<file path="src/rtl/stage_pkg.sv">
// Stage numbering and sequencer state encoding shared by the stage sequencer
// and anything that decodes or observes it.
package stage_pkg;

    localparam logic [2:0] STAGE_IDLE   = 3'd0;
    localparam logic [2:0] STAGE_FETCH  = 3'd1;
    localparam logic [2:0] STAGE_DECODE = 3'd2;
    localparam logic [2:0] STAGE_EXEC   = 3'd3;
    localparam logic [2:0] STAGE_MEM    = 3'd4;
    localparam logic [2:0] STAGE_WB     = 3'd5;

    typedef enum logic [1:0] {
        SEQ_IDLE   = 2'd0,
        SEQ_ACTIVE = 2'd1,
        SEQ_HALTED = 2'd2,
        SEQ_FAULT  = 2'd3
    } seq_state_t;

endpackage

</file>
<file path="src/rtl/stage_event_counter.sv">
// Saturating event counter: increments on inc and sticks at all-ones.
module stage_event_counter #(
    parameter int WIDTH = 16
) (
    input  logic             clk,
    input  logic             rst_n,
    input  logic             inc,
    output logic [WIDTH-1:0] count
);

    always_ff @(posedge clk or negedge rst_n) begin
        if (!rst_n) begin
            count <= '0;
        end else if (inc && (count != {WIDTH{1'b1}})) begin
            count <= count + WIDTH'(1);
        end
    end

endmodule

</file>
<file path="src/rtl/stage_sequencer.sv">
// Multicycle stage sequencer: run/halt/step control, wait-state stalls with
// timeout, and retirement/stall perf counters.
module stage_sequencer
    import stage_pkg::*;
#(
    parameter int WAIT_MAX = 4,
    parameter int CNT_W    = 16
) (
    input  logic             Clock,
    input  logic             Reset_L,
    input  logic             Run,
    input  logic             Step,
    input  logic             Halt_Req,
    input  logic             Mem_Access,
    input  logic             Mem_Ready,
    input  logic             Fetch_Ready,
    output logic [2:0]       Stage,
    output logic             Stage_Adv,
    output logic             Instr_Done,
    output logic             Halted,
    output logic             Timeout_Err,
    output logic [CNT_W-1:0] Instr_Count,
    output logic [CNT_W-1:0] Stall_Count,
    output seq_state_t       dbg_state
);

    localparam int                WAIT_W     = $clog2(WAIT_MAX + 1);
    localparam logic [WAIT_W-1:0] WAIT_LIMIT = WAIT_W'(WAIT_MAX);

    seq_state_t        state_q, state_d;
    logic [2:0]        stage_q, stage_d;
    logic [WAIT_W-1:0] wait_q, wait_d;
    logic              prime_q, prime_d;
    logic              halt_pend_q, halt_pend_d;
    logic              step_mode_q, step_mode_d;
    logic              timeout_q, timeout_d;
    logic              instr_done_q;
    logic              run_q;
    logic              run_rise;
    logic              stall;
    logic              retire;

    always_ff @(posedge Clock or negedge Reset_L) begin
        if (!Reset_L) begin
            state_q      <= SEQ_IDLE;
            stage_q      <= STAGE_IDLE;
            wait_q       <= '0;
            prime_q      <= 1'b0;
            halt_pend_q  <= 1'b0;
            step_mode_q  <= 1'b0;
            timeout_q    <= 1'b0;
            instr_done_q <= 1'b0;
            run_q        <= 1'b0;
        end else begin
            state_q      <= state_d;
            stage_q      <= stage_d;
            wait_q       <= wait_d;
            prime_q      <= prime_d;
            halt_pend_q  <= halt_pend_d;
            step_mode_q  <= step_mode_d;
            timeout_q    <= timeout_d;
            instr_done_q <= retire;
            run_q        <= Run;
        end
    end

    // Mem_Ready / Fetch_Ready act as ready: the stage completes on a cycle where
    // ready is high; while low the stage holds and nothing is retired.
    always_comb begin
        state_d     = state_q;
        stage_d     = stage_q;
        wait_d      = wait_q;
        prime_d     = prime_q;
        halt_pend_d = halt_pend_q;
        step_mode_d = step_mode_q;
        timeout_d   = timeout_q;
        retire      = 1'b0;
        run_rise    = Run && !run_q;
        stall       = (state_q == SEQ_ACTIVE) &&
                      (((stage_q == STAGE_MEM) && Mem_Access && !Mem_Ready) ||
                       ((stage_q == STAGE_WB) && !Fetch_Ready));

        case (state_q)
            SEQ_IDLE: begin
                if (Run) begin
                    state_d = SEQ_ACTIVE;
                    stage_d = STAGE_WB;
                    prime_d = 1'b1;
                    wait_d  = '0;
                end
            end
            SEQ_ACTIVE: begin
                if (stall && (wait_q == WAIT_LIMIT)) begin
                    state_d   = SEQ_FAULT;
                    stage_d   = STAGE_IDLE;
                    timeout_d = 1'b1;
                end else if (stall) begin
                    wait_d = wait_q + WAIT_W'(1);
                end else begin
                    wait_d = '0;
                    case (stage_q)
                        STAGE_DECODE: begin
                            halt_pend_d = halt_pend_q || Halt_Req;
                            stage_d     = STAGE_EXEC;
                        end
                        STAGE_WB: begin
                            if (prime_q) begin
                                prime_d = 1'b0;
                                stage_d = STAGE_FETCH;
                            end else begin
                                retire = 1'b1;
                                if (halt_pend_q || !Run || step_mode_q) begin
                                    state_d     = SEQ_HALTED;
                                    stage_d     = STAGE_IDLE;
                                    halt_pend_d = 1'b0;
                                    step_mode_d = 1'b0;
                                end else begin
                                    stage_d = STAGE_FETCH;
                                end
                            end
                        end
                        default: stage_d = stage_q + 3'd1;
                    endcase
                end
            end
            SEQ_HALTED: begin
                // The IR already holds the next instruction, so no priming pass.
                if (run_rise || Step) begin
                    state_d     = SEQ_ACTIVE;
                    stage_d     = STAGE_FETCH;
                    wait_d      = '0;
                    step_mode_d = !run_rise;
                end
            end
            default: ;
        endcase
    end

    stage_event_counter #(.WIDTH(CNT_W)) u_instr_cnt (
        .clk   (Clock),
        .rst_n (Reset_L),
        .inc   (retire),
        .count (Instr_Count)
    );

    stage_event_counter #(.WIDTH(CNT_W)) u_stall_cnt (
        .clk   (Clock),
        .rst_n (Reset_L),
        .inc   (stall),
        .count (Stall_Count)
    );

    assign Stage       = stage_q;
    assign Stage_Adv   = (state_q == SEQ_ACTIVE) && !stall;
    assign Instr_Done  = instr_done_q;
    assign Halted      = (state_q == SEQ_HALTED);
    assign Timeout_Err = timeout_q;
    assign dbg_state   = state_q;

endmodule

</file>
<file path="config.mk">
export PLATFORM = sky130hd
export DESIGN_NAME = stage_sequencer
export DESIGN_NICKNAME = d
export VERILOG_FILES = /design/src/rtl/stage_pkg.sv /design/src/rtl/stage_event_counter.sv /design/src/rtl/stage_sequencer.sv
export SDC_FILE = /design/constraint.sdc
export NUM_CORES = 1
export LEC_CHECK = 0
export ABC_AREA = 0
export BUFFER_PORTS_ARGS = -buffer_cell sky130_fd_sc_hd__buf_2
export CORE_ASPECT_RATIO = 1.4
export CORE_MARGIN = 2
export CORE_UTILIZATION = 45
export CTS_BUF_LIST = sky130_fd_sc_hd__clkbuf_2
export DETAILED_ROUTE_END_ITERATION = 8
export PLACE_DENSITY = 0.75
export SLEW_MARGIN = 20
export SYNTH_ARGS = -nofsm -noshare
export SYNTH_HDL_FRONTEND = slang
export SYNTH_HIERARCHICAL = 1
export SYNTH_SLANG_ARGS = --single-unit
</file>
<file path="constraint.sdc">
create_clock -name Clock -period 4.7 [get_ports Clock]
set_input_delay 0.235 -clock Clock [delete_from_list [all_inputs] [get_ports Clock]]
set_output_delay 0.235 -clock Clock [all_outputs]
set_load 0.02 [all_outputs]
</file>
==> results of run 1 <==
## final timing paths
| kind | start | to | cells past startpoint | slack (ps) |
|---|---|---|---|---|
| max reg2reg | dbg_state[1]$_DFFE_PN0P_ | u_instr_cnt/count[10]$_DFFE_PN0P_ | 8 | 1940 |
| min in group asynchronous | Reset_L | halt_pend_q$_DFFE_PN0P_ | 2 | 340 |
| max in group asynchronous | Reset_L | u_stall_cnt/count[6]$_DFFE_PN0P_ | 2 | 3970 |
| min | Halt_Req | halt_pend_q$_DFFE_PN0P_ | 3 | 100 |
| min reg2reg | Timeout_Err$_DFFE_PN0P_ | Timeout_Err$_DFFE_PN0P_ | 1 | 500 |
| max | dbg_state[1]$_DFFE_PN0P_ | u_instr_cnt/count[10]$_DFFE_PN0P_ | 8 | 1940 |
## stage by stage
stage / cell area, µm² / util / total power, mW
2_1_floorplan: 2566 / - / 0.4059
3_3_place_gp: 2875 / 0.5204 / 0.4176
3_5_place_dp: 2875 / 0.5204 / 0.4179
4_1_cts: 2930 / 0.5303 / 0.5803
5_1_grt: 2933 / 0.5308 / 0.5942
6_report: 2933 / 0.5308 / 0.5708
## flip-flops by register name, indices dropped and copies added (netlist names)
| name | flops |
|---|---|
| u_stall_cnt/count | 16 |
| u_instr_cnt/count | 16 |
| halt_pend_q | 1 |
| wait_q | 3 |
| step_mode_q | 1 |
| prime_q | 1 |
| dbg_state | 2 |
| Timeout_Err | 1 |
| Stage | 3 |
| Instr_Done | 1 |
| run_q | 1 |
## area by class of cell
| cell class | count | area (µm²) | share of cell area |
|---|---|---|---|
| multi-input cells | 179 | 1376 | 0.4693 |
| flip-flops and latches | 46 | 1151 | 0.3925 |
| repair buffers | 50 | 262.8 | 0.08959 |
| well taps | 68 | 85.08 | 0.02901 |
| clock buffers | 7 | 35.03 | 0.01195 |
| inverters | 6 | 22.52 | 0.007679 |
## cells in the mapped netlist, types with 2 or more instances
cell type	count
nor4_4	4
and4_4	2
o21ai_0	5
o211ai_1	3
nand2_1	14
a32oi_1	2
o21a_1	11
a31oi_1	8
nand3_4	2
nor2_1	10
a22o_1	3
o21ai_1	3
nand2_2	2
ha_1	8
xnor2_1	10
nand3_1	12
and4_1	2
nor3_2	2
a21oi_1	12
nand2b_1	3
and4b_1	2
o31ai_4	2
dfrtp_1	46
nand4_2	2
nor2b_1	5
xor2_1	4
nor2_2	2
inv_1	5
and4_2	2
and3_1	5
mux2_1	2
nand4_4	2
nand4_1	17
## cell usage in the layout (no fill, tap or decap), types with 8 or more instances in the layout
master    n
nand2_1  14
a21oi_1  12
nand3_1  12
a31oi_1   8
dfrtp_1  46
xnor2_1  10
o21a_1   11
nor2_1   10
nand4_1  17
buf_2    47
ha_1      8
## critical path, cell delays in order (launching register included)
cell	delay, ps
dfrtp_1	460
inv_1	100
ha_1	350
inv_1	180
nor3_1	710
nand2_1	310
nor3_2	270
nand4_1	150
xnor2_1	150
## routing by layer
| layer | wire length (µm) | share of wire | up-vias |
|---|---|---|---|
| met4 | 125 | 0.023 | 0 |
| met1 | 2378 | 0.43 | 1043 |
| li1 | - | - | 1003 |
| met3 | 224 | 0.041 | 11 |
| met5 | 0 | 0 | - |
| met2 | 2780 | 0.50 | 50 |
## power groups by stage
stage / combinational, mW / sequential (mW) / clock, mW
floorplan: 0.00207 / 0.404 / 0
global placement: 0.0138 / 0.404 / 0
detailed placement: 0.0141 / 0.404 / 0
CTS: 0.0154 / 0.397 / 0.168
global route: 0.0173 / 0.397 / 0.180
finish: 0.0146 / 0.397 / 0.159
## kinds of logic (layout without fill, tap and decap cells)
group | after synthesis | in the layout | synth area share
compound gates | 59 | 59 | 0.1672
xor+xnor | 14 | 14 | 0.04778
fa+ha+maj | 8 | 8 | 0.03901
buf+inv | 8 | 63 | 0.01511
flops | 46 | 46 | 0.4486
mux | 3 | 3 | 0.01316
simple gates | 95 | 95 | 0.2691
==> results by group, run 1 <==
Clock network
  • Total clock sinks: 46
  • Reg clk slew, reported paths: 220 ps
  • CTS H-tree depth: 2
  • Clk root buf: clkbuf_2
  • Clock Tree Buf Depth: 2
  • Clock Latency Late Sink: 400 ps
  • Hold-fix buffers, CTS: 2
  • Resize count post-CTS: 0
  • Total CTS buffers: 5
  • Post-CTS setup buffers: 0
  • CTS tree: built

Logic synthesis
  • Primary FF master, synth: dfrtp_1
  • EDFF count, synth: 0
  • Post-synth cell types: 52
  • Yosys warning total: 6
  • Mapped Cells: 233
  • Syn_nets: 249
  • FF+latch count, synth: 46
  • Synth area leaders: dfrtp_1, nand4_1, ha_1
  • Avg Cell Area, Syn: 11.01 µm²
  • Synth top area share: 0.4486
  • Leading area contributor after synthesis: dfrtp_1
  • Area of the mapped netlist: 2566 µm²
  • Register area share after synthesis: 0.4486
  • Ys async rst share: 1.000

Setup path
  • CP Capture Type: flop
  • Data arrival time of the worst path: 3070 ps
  • Crit Path Class: flop to flop
  • Worst setup SP type: flop
  • CP required: 5010 ps
  • Largest fanout on the critical path: 9

GRT
  • GRT Util Overall: 0.1857
  • Grt total ovfl: 0
  • Largest net degree at the start of global routing: 47
  • Antenna violations before repair: 0
  • Met1 Usage GRT: 0.2314
  • Vias in the first global route: 1,975
  • Met2 Usage GRT: 0.3088
  • GR peak layer: met2
  • M3 GR Usage: 0.03851
  • First-pass GRT wire length: 9059 µm

Floorplan
  • Core box area: 5525 µm²
  • Die W: 67.82 µm
  • Boundary pin count: 49
  • Chip height: 93.35 µm
  • Cell Rows: 32
  • Die ar.: 6331 µm²
  • Initial Util: 0.4644

Pwr
  • P_int: 0.4402 mW
  • Worst VDD drop: 0.1423 mV
  • Leak: 1.435 nW
  • Sw Share: 0.2289
  • Sequential power share: 0.695
  • Net switching power: 0.1306 mW
  • Comb power frac: 0.026
  • Clock network fraction of total power: 0.279
  • Pwr per Cell Area: 194.6 nW/µm²

STA
  • Unrepaired setup endpoints after global routing: no
  • Slew margin rel.: 0.4514
  • Period utilization: 0.5875
  • Final WS setup: 1939 ps
  • Max Slew Vio Count: 0
  • Fin. Hold Viols: 0
  • Hold WS: 100.8 ps
  • Min Clock Period, post-route: 2761 ps
  • Worst Tran Pin Value: 816.6 ps
  • Worst Skew: 11.64 ps
  • Setup TNS: 0 ps
  • Finish-stage setup viols: 0
  • Highest clock rate: 362.1 MHz

Place
  • Port-buffer cells: 48
  • Dpl cells: 347
  • Placer congestion estimate: 0.8255
  • Dpl ws: 2034 ps
  • Final HPWL from detailed placement: 4037 µm

Finish
  • Nets: 304
  • Layout cells sized above 1: 0.2917
  • Area Growth Syn to Fin: 14.29%
  • Layout fillers: 518
  • Non-Filler Instances: 356
  • Diodes inserted: 0

Drt
  • # DRC: 0
  • Routed Antenna Nets: 0
  • DR pass1 iterations: 4
  • Starting DRT DRC Count: 91
  • Final WL: 5508 µm
  • Routed len/inst: 15.47 µm
  • Routed vias: 2,107
  • DR vias/cell: 5.919

Job
  • Max Cap Viol: 0

Min path
  • Hold Crit Class: input port to flop

Status
  • Status: finished clean
Power figures use the tool's default switching activity.
==> run 2, diff against run 1 <==
--- a/config.mk
+++ b/config.mk
@@ -5,14 +5,14 @@
 export SDC_FILE = /design/constraint.sdc
 export NUM_CORES = 1
 export LEC_CHECK = 0
-export ABC_AREA = 0
+export ABC_AREA = 1
 export BUFFER_PORTS_ARGS = -buffer_cell sky130_fd_sc_hd__buf_2
 export CORE_ASPECT_RATIO = 1.4
 export CORE_MARGIN = 2
 export CORE_UTILIZATION = 45
 export CTS_BUF_LIST = sky130_fd_sc_hd__clkbuf_2
 export DETAILED_ROUTE_END_ITERATION = 8
-export PLACE_DENSITY = 0.75
+export PLACE_DENSITY = 0.74
 export SLEW_MARGIN = 20
 export SYNTH_ARGS = -nofsm -noshare
 export SYNTH_HDL_FRONTEND = slang
==> constraint.sdc (replaced) <==
create_clock -name Clock -period 2.7 [get_ports Clock]
set_input_delay 0.135 -clock Clock [delete_from_list [all_inputs] [get_ports Clock]]
set_output_delay 0.135 -clock Clock [all_outputs]
set_load 0.02 [all_outputs]
==> run 2 against run 1 <==
Compared with the run above:
- flip-flop and latch count unchanged
- critical endpoint is now u_instr_cnt/count[9]$_DFFE_PN0P_
- largest power group is now combinational logic
- critical path type unchanged
- non-clock buffer count up 2
- synthesized cell count up 81%
- area after synthesis up 19%
- largest cell class unchanged
- clock power up 140%
==> results by group, run 2 <==
Status
  • Status: finished clean (unchanged)

Clock network
  • Clock Tree Buf Depth: 2 (unchanged)
  • Hold-fix buffers, CTS: 2 (unchanged)
  • Total clock sinks: 46 (unchanged)
  • CTS tree: built (unchanged)
  • Reg clk slew, reported paths: 240 ps (was 220 ps)
  • Total CTS buffers: 5 (unchanged)
  • CTS H-tree depth: 2 (unchanged)
  • Clk root buf: clkbuf_2 (unchanged)
  • Clock Latency Late Sink: 420 ps (was 400 ps)
  • Resize count post-CTS: 0 (unchanged)
  • Post-CTS setup buffers: 0 (unchanged)

Logic synthesis
  • Leading area contributor after synthesis: dfrtp_1 (unchanged)
  • Ys async rst share: 1.000 (unchanged)
  • EDFF count, synth: 0 (unchanged)
  • Mapped Cells: 422 (was 233)
  • Synth area leaders: dfrtp_1, nand2_1, inv_1 (was dfrtp_1, nand4_1, ha_1)
  • Library cell with the highest instance count after synthesis: nand2_1 (was dfrtp_1)
  • Yosys warning total: 6 (unchanged)
  • Post-synth cell types: 28 (was 52)
  • FF+latch count, synth: 46 (unchanged)
  • Primary FF master, synth: dfrtp_1 (unchanged)
  • Avg Cell Area, Syn: 7.246 µm² (was 11.01 µm²)
  • Area of the mapped netlist: 3058 µm² (was 2566 µm²)
  • Register area share after synthesis: 0.3764 (was 0.4486)
  • Synth top area share: 0.3764 (was 0.4486)
  • Syn_nets: 438 (was 249)
  • Top cells by count, synth: nand2_1, inv_1, dfrtp_1 (was dfrtp_1, nand4_1, nand2_1)

Finish
  • Layout fillers: 668 (was 518)
  • Commonest cells after routing, fill and taps aside: nand2_1, inv_1, buf_2, dfrtp_1, nor2_1 (was buf_2, dfrtp_1, nand4_1, nand2_1)
  • Area Growth Syn to Fin: 12.32% (was 14.29%)
  • Commonest non-fill, non-tap cell in the layout: nand2_1 (was buf_2)
  • Top flop regs: u_instr_cnt/count x16, u_stall_cnt/count x16 (unchanged)
  • Nets: 492 (was 304)
  • Diodes inserted: 0 (unchanged)
  • Non-Filler Instances: 551 (was 356)
  • Post-route cell area: 3435 µm² (was 2933 µm²)
  • Layout cells sized above 1: 0.2096 (was 0.2917)

Floorplan
  • Die ar.: 7480 µm² (was 6331 µm²)
  • Initial Util: 0.4655 (was 0.4644)
  • Cell Rows: 35 (was 32)
  • Boundary pin count: 49 (unchanged)
  • Core box area: 6569 µm² (was 5525 µm²)
  • Die W: 73.67 µm (was 67.82 µm)
  • Chip height: 101.5 µm (was 93.35 µm)

Drt
  • Routed vias: 2,789 (was 2,107)
  • DR vias/cell: 5.062 (was 5.919)
  • DR pass1 iterations: 4 (unchanged)
  • # DRC: 0 (unchanged)
  • Routed len/inst: 12.15 µm (was 15.47 µm)
  • Final WL: 6692 µm (was 5508 µm)
  • Routed Antenna Nets: 0 (unchanged)
  • Starting DRT DRC Count: 110 (was 91)

Setup path
  • Crit-path cells: inv_1 -> ha_1 -> inv_1 -> nor4_1 -> buf_4 -> inv_1 -> nor2_4 -> o21ai_0 (was inv_1 -> ha_1 -> inv_1 -> nor3_1 -> nand2_1 -> nor3_2 -> nand4_1 -> xnor2_1)
  • Crit path top cell by count: inv_1 (unchanged)
  • CP max stage cell: dfrtp_1 (was nor3_1)
  • Crit Path Class: flop to flop (unchanged)
  • Data arrival time of the worst path: 2230 ps (was 3070 ps)
  • R2r setup slk: 780 ps (was 1940 ps)
  • Slowest stage delay, CP: 480 ps (was 710 ps)
  • CP Capture Type: flop (unchanged)
  • Worst setup SP type: flop (unchanged)
  • CP required: 3010 ps (was 5010 ps)
  • Largest fanout on the critical path: 16 (was 9)

Job
  • Max Cap Viol: 0 (unchanged)

STA
  • Period utilization: 0.7116 (was 0.5875)
  • Finish-stage setup viols: 0 (unchanged)
  • Worst Skew: 17.46 ps (was 11.64 ps)
  • Setup TNS: 0 ps (unchanged)
  • Min Clock Period, post-route: 1921 ps (was 2761 ps)
  • Unrepaired setup endpoints after global routing: no (unchanged)
  • Highest clock rate: 520.5 MHz (was 362.1 MHz)
  • Slew margin rel.: 0.5904 (was 0.4514)
  • Final WS setup: 778.7 ps (was 1939 ps)
  • Worst Tran Pin Value: 614.4 ps (was 816.6 ps)
  • Fin. Hold Viols: 0 (unchanged)
  • Max Slew Vio Count: 0 (unchanged)

Pwr
  • Leak: 1.742 nW (was 1.435 nW)
  • Worst VDD drop: 0.3123 mV (was 0.1423 mV)
  • Pwr per Cell Area: 750.0 nW/µm² (was 194.6 nW/µm²)

GRT
  • Vias in the first global route: 2,647 (was 1,975)
  • First-pass GRT wire length: 11,390 µm (was 9059 µm)
  • Largest net degree at the start of global routing: 47 (unchanged)
  • Grt total ovfl: 0 (unchanged)
  • Antenna violations before repair: 0 (unchanged)
  • GRT Util Overall: 0.1912 (was 0.1857)

Place
  • Final HPWL from detailed placement: 5107 µm (was 4037 µm)
  • Port-buffer cells: 48 (unchanged)
  • Placer congestion estimate: 0.8728 (was 0.8255)
  • Post-DP Area: 3347 µm² (was 2875 µm²)
  • Dpl ws: 797.9 ps (was 2034 ps)
  • Dpl cells: 541 (was 347)

Min path
  • Hold Crit Class: input port to flop (unchanged)
[run 2: cell count changes after synthesis, moves of 10 or more]
cell     before  now
nand3_1      12   22
inv_1         5   48
nand2_1      14  160
nand2_2       2   12
o21ai_0       5   16
nor2_1       10   37
o21a_1       11    0
[run 2: report_power, final]
part / switching, mW / internal (mW) / leakage, nW
Clock: 0.231 / 0.154 / 0.0427
Combinational: 0.780 / 0.401 / 1.11
Sequential: 0.183 / 0.827 / 0.587
Total: 1.19 / 1.38 / 1.74
[run 2: per-stage QoR]
stage	power (mW)	hold slack (ps)	utilization
floorplan	1.911	-160.6	-
global placement	2.178	300.9	0.5095
detailed placement	2.211	299.4	0.5095
CTS	2.609	10.45	0.5225
global route	2.815	1.093	0.5229
finish	2.576	41.79	0.5229
[run 2: path summary, 6_finish.rpt]
kind                                                     end                startpoint  cells past startpoint
max                         u_instr_cnt/count[9]$_DFFE_PN0P_  dbg_state[1]$_DFFE_PN0P_                      8
min                                  halt_pend_q$_DFFE_PN0P_                  Halt_Req                      3
max reg2reg                 u_instr_cnt/count[9]$_DFFE_PN0P_  dbg_state[1]$_DFFE_PN0P_                      8
min reg2reg                          Timeout_Err$_DFFE_PN0P_   Timeout_Err$_DFFE_PN0P_                      2
max in group asynchronous  u_instr_cnt/count[14]$_DFFE_PN0P_                   Reset_L                      2
min in group asynchronous   u_stall_cnt/count[0]$_DFFE_PN0P_                   Reset_L                      2
[run 2: layout make-up]
| type | instances | area [µm²] | area share |
|---|---|---|---|
| clock buffer | 5 | 25.02 | 0.007286 |
| clock inverter | 3 | 40.04 | 0.01166 |
| inverter | 52 | 197.7 | 0.05756 |
| multi-input combinational | 319 | 1650 | 0.4805 |
| sequential | 46 | 1151 | 0.3352 |
| tap | 74 | 92.59 | 0.02696 |
| timing repair buffer | 52 | 277.8 | 0.08087 |
[run 2: worst max-delay path, delay by kind of cell (launching register included)]
family	cells	cell delay [ps]
AND/OR/NAND/NOR	2	610
buffers and inverters	4	410
flip-flops	1	480
adder cells (fa/ha/maj)	1	170
AO/OA/AOI/OAI	1	130
[run 2: kinds of logic after synthesis]
kind of cell / share of synthesized area
compound gates: 0.05483
xor+xnor: 0.03723
fa+ha+maj: 0.03273
buf+inv: 0.08388
flops: 0.3764
simple gates: 0.4149
[run 2: routing by layer]
layer  GRT usage  vias up  part of all wire
met2      0.3688       51              0.54
met3     0.03085        8             0.031
met1      0.2060     1307              0.42
met4     0.06014        0             0.015
met5           0        -                 0
li1            -     1423                 -
==> run 3, diff against run 2 <==
--- a/config.mk
+++ b/config.mk
@@ -5,14 +5,14 @@
 export SDC_FILE = /design/constraint.sdc
 export NUM_CORES = 1
 export LEC_CHECK = 0
-export ABC_AREA = 1
+export ABC_AREA = 0
 export BUFFER_PORTS_ARGS = -buffer_cell sky130_fd_sc_hd__buf_2
 export CORE_ASPECT_RATIO = 1.4
 export CORE_MARGIN = 2
 export CORE_UTILIZATION = 45
 export CTS_BUF_LIST = sky130_fd_sc_hd__clkbuf_2
 export DETAILED_ROUTE_END_ITERATION = 8
-export PLACE_DENSITY = 0.74
+export PLACE_DENSITY = 0.75
 export SLEW_MARGIN = 20
 export SYNTH_ARGS = -nofsm -noshare
 export SYNTH_HDL_FRONTEND = slang
==> constraint.sdc (replaced) <==
create_clock -name Clock -period 1.77 [get_ports Clock]
set_input_delay 0.0885 -clock Clock [delete_from_list [all_inputs] [get_ports Clock]]
set_output_delay 0.0885 -clock Clock [all_outputs]
set_load 0.02 [all_outputs]
==> run 3 against run 2 <==
Compared with the run above:
- the flow now finishes with violations (negative setup slack)
- register-to-register slack lost 1000 ps
- routed wire length grew 4.7%
- global-route usage increased by 3.1 points
- flip-flop and latch count is the same
- fmax fell by 5.3%
- final area rose by 7.4%
==> results by group, run 3 (same netlist as run 1, synthesis figures left out) <==
STA
  • Unrepaired setup endpoints after global routing: yes (was no)
  • Final WS setup: -259.7 ps (was 778.7 ps)
  • Period utilization: 1.147 (was 0.7116)
  • Worst Skew: 32.60 ps (was 17.46 ps)
  • Min Clock Period, post-route: 2030 ps (was 1921 ps)
  • Highest clock rate: 492.7 MHz (was 520.5 MHz)
  • Fin. Hold Viols: 0 (unchanged)
  • Slew margin rel.: 0.5789 (was 0.5904)
  • Worst Tran Pin Value: 631.7 ps (was 614.4 ps)
  • Hold WS: 181.4 ps (was 41.79 ps)
  • Finish-stage setup viols: 31 (was 0)
  • Max Slew Vio Count: 0 (unchanged)

Clock network
  • Total clock sinks: 46 (unchanged)
  • Reg clk slew, reported paths: 240 ps (about the same)
  • CTS tree: built (unchanged)
  • CTS H-tree depth: 2 (unchanged)
  • Total CTS buffers: 5 (unchanged)
  • Clock Latency Late Sink: 410 ps (was 420 ps)
  • Clock Tree Buf Depth: 2 (unchanged)
  • Clk root buf: clkbuf_2 (unchanged)

Pwr
  • Leak: 1.802 nW (was 1.742 nW)
  • Pwr per Cell Area: 415.3 nW/µm² (was 750.0 nW/µm²)
  • Worst VDD drop: 0.2986 mV (was 0.3123 mV)

Place
  • Post-DP Area: 3216 µm² (was 3347 µm²)
  • Placer congestion estimate: 0.8307 (was 0.8728)
  • Final HPWL from detailed placement: 4681 µm (was 5107 µm)
  • Port-buffer cells: 48 (unchanged)
  • Dpl cells: 382 (was 541)

Floorplan
  • Chip height: 93.35 µm (was 101.5 µm)
  • Boundary pin count: 49 (unchanged)
  • Initial Util: 0.4644 (was 0.4655)
  • Cell Rows: 32 (was 35)
  • Die ar.: 6331 µm² (was 7480 µm²)
  • Core box area: 5525 µm² (was 6569 µm²)
  • Die W: 67.82 µm (was 73.67 µm)

Finish
  • Non-Filler Instances: 416 (was 551)
  • Top flop regs: u_instr_cnt/count x16, u_stall_cnt/count x16 (unchanged)
  • Post-layout util: 0.6678 (was 0.5229)
  • Layout cells sized above 1: 0.5259 (was 0.2096)
  • Post-route cell area: 3690 µm² (was 3435 µm²)
  • Nets: 363 (was 492)
  • Commonest cells after routing, fill and taps aside: buf_2, buf_4, dfrtp_1, nand4_1 (was nand2_1, inv_1, buf_2, dfrtp_1, nor2_1)
  • Area Growth Syn to Fin: 43.78% (was 12.32%)
  • Diodes inserted: 0 (unchanged)

Drt
  • DR vias/cell: 5.769 (was 5.062)
  • Final WL: 7009 µm (was 6692 µm)
  • Routed Antenna Nets: 0 (unchanged)
  • # DRC: 0 (unchanged)
  • Starting DRT DRC Count: 76 (was 110)
  • DR pass1 iterations: 4 (unchanged)
  • Routed len/inst: 16.85 µm (was 12.15 µm)
  • Routed vias: 2,400 (was 2,789)

Status
  • Failing checks: negative setup slack
  • Status: finished with violations (was finished clean)

GRT
  • Vias in the first global route: 2,384 (was 2,647)
  • First-pass GRT wire length: 10,850 µm (was 11,390 µm)
  • Grt total ovfl: 0 (unchanged)
  • GRT Util Overall: 0.2224 (was 0.1912)
  • Largest net degree at the start of global routing: 28 (was 47)
  • Antenna violations before repair: 0 (unchanged)

Job
  • Max Cap Viol: 0 (unchanged)

Setup path
  • Data arrival time of the worst path: 2360 ps (was 2230 ps)
  • CP Capture Type: flop (unchanged)
  • Worst setup SP type: flop (unchanged)
  • Crit Path Class: flop to flop (unchanged)
  • CP required: 2100 ps (was 3010 ps)
  • Largest fanout on the critical path: 6 (was 16)

Min path
  • Hold Crit Class: input port to asynchronous set/reset pin (was input port to flop)
==> run 3: changes by cell type in the layout (fill, tap and decap cells not counted), moves of 6 or more <==
cell / before / now
nor2_4: 9 / 1
buf_4: 3 / 47
nor2_1: 37 / 8
buf_6: 0 / 11
o21a_1: 0 / 10
nand2_1: 160 / 9
nand3_1: 22 / 11
inv_1: 48 / 2
o21ai_0: 16 / 3
nand2_2: 12 / 6
nand4_1: 11 / 17
a31oi_1: 0 / 7
==> run 3: stage by stage <==
stage,total power [mW],setup TNS (ps),setup WS [ps]
after floorplan,1.078,-3651,-314.6
after global placement,1.113,-1237,-136.5
after detailed placement,1.114,-1761,-191.9
after CTS,1.561,-2653,-214.3
after global routing,1.611,-6452,-315.3
final,1.532,-3589,-259.7
==> run 3: worst max-delay path, cell delays in order, from the launching register on <==
cell	delay, ps
dfrtp_2	460
or3b_4	420
a21oi_4	180
nand2_2	100
inv_4	90
nand4_1	140
nor4_4	230
and4b_1	260
a21oi_2	60
==> run 3: path summary, 6_finish.rpt <==
path                            slack (ps)  depth (start not counted)                               from                           endpoint
worst max-delay path                  -260                          8               Stage[0]$_DFFE_PN0P_  u_stall_cnt/count[15]$_DFFE_PN0P_
worst min-delay path                   180                          2                            Reset_L            step_mode_q$_DFFE_PN0P_
worst min register to register         550                          1  u_instr_cnt/count[15]$_DFFE_PN0P_  u_instr_cnt/count[15]$_DFFE_PN0P_
min in group Clock                     200                          5                        Fetch_Ready            step_mode_q$_DFFE_PN0P_
max in group asynchronous              950                          3                            Reset_L   u_stall_cnt/count[6]$_DFFE_PN0P_
worst max register to register        -260                          8               Stage[0]$_DFFE_PN0P_  u_stall_cnt/count[15]$_DFFE_PN0P_
==> run 3: repair_timing <==
action / in CTS / in global routing
buffers inserted: 13 / 10
endpoints found under the setup margin: 28 / 36
pin swaps: 14 / 12
gates resized for setup: 22 / 31
endpoints found under the hold margin: 28 / 0
cloned: 0 / 0
hold buffers: 4 / 0
==> run 3: where the power goes <==
part	switching (mW)	internal [mW]	leakage, nW	total, mW
sequential	0.000497	1.05	0.621	1.05
clock	0.329	0.0972	0.0304	0.427
combinational	0.0328	0.0185	1.15	0.0513
total	0.363	1.17	1.80	1.53
==> run 3: routing by layer <==
metal,GRT usage,share of wire,vias up
met1,0.2651,0.40,1185
met5,0,0,-
met2,0.3864,0.54,67
met4,0.09500,0.026,0
met3,0.03490,0.038,19
li1,-,-,1129
==> run 3: layout make-up <==
type | count | area, µm²
clock buffers | 6 | 30.03
clock inverters | 2 | 8.758
fillers | 433 | 1836
inverters | 6 | 30.03
multi-input cells | 179 | 1627
flip-flops and latches | 46 | 1157
well taps | 68 | 85.08
repair buffers | 109 | 752.0
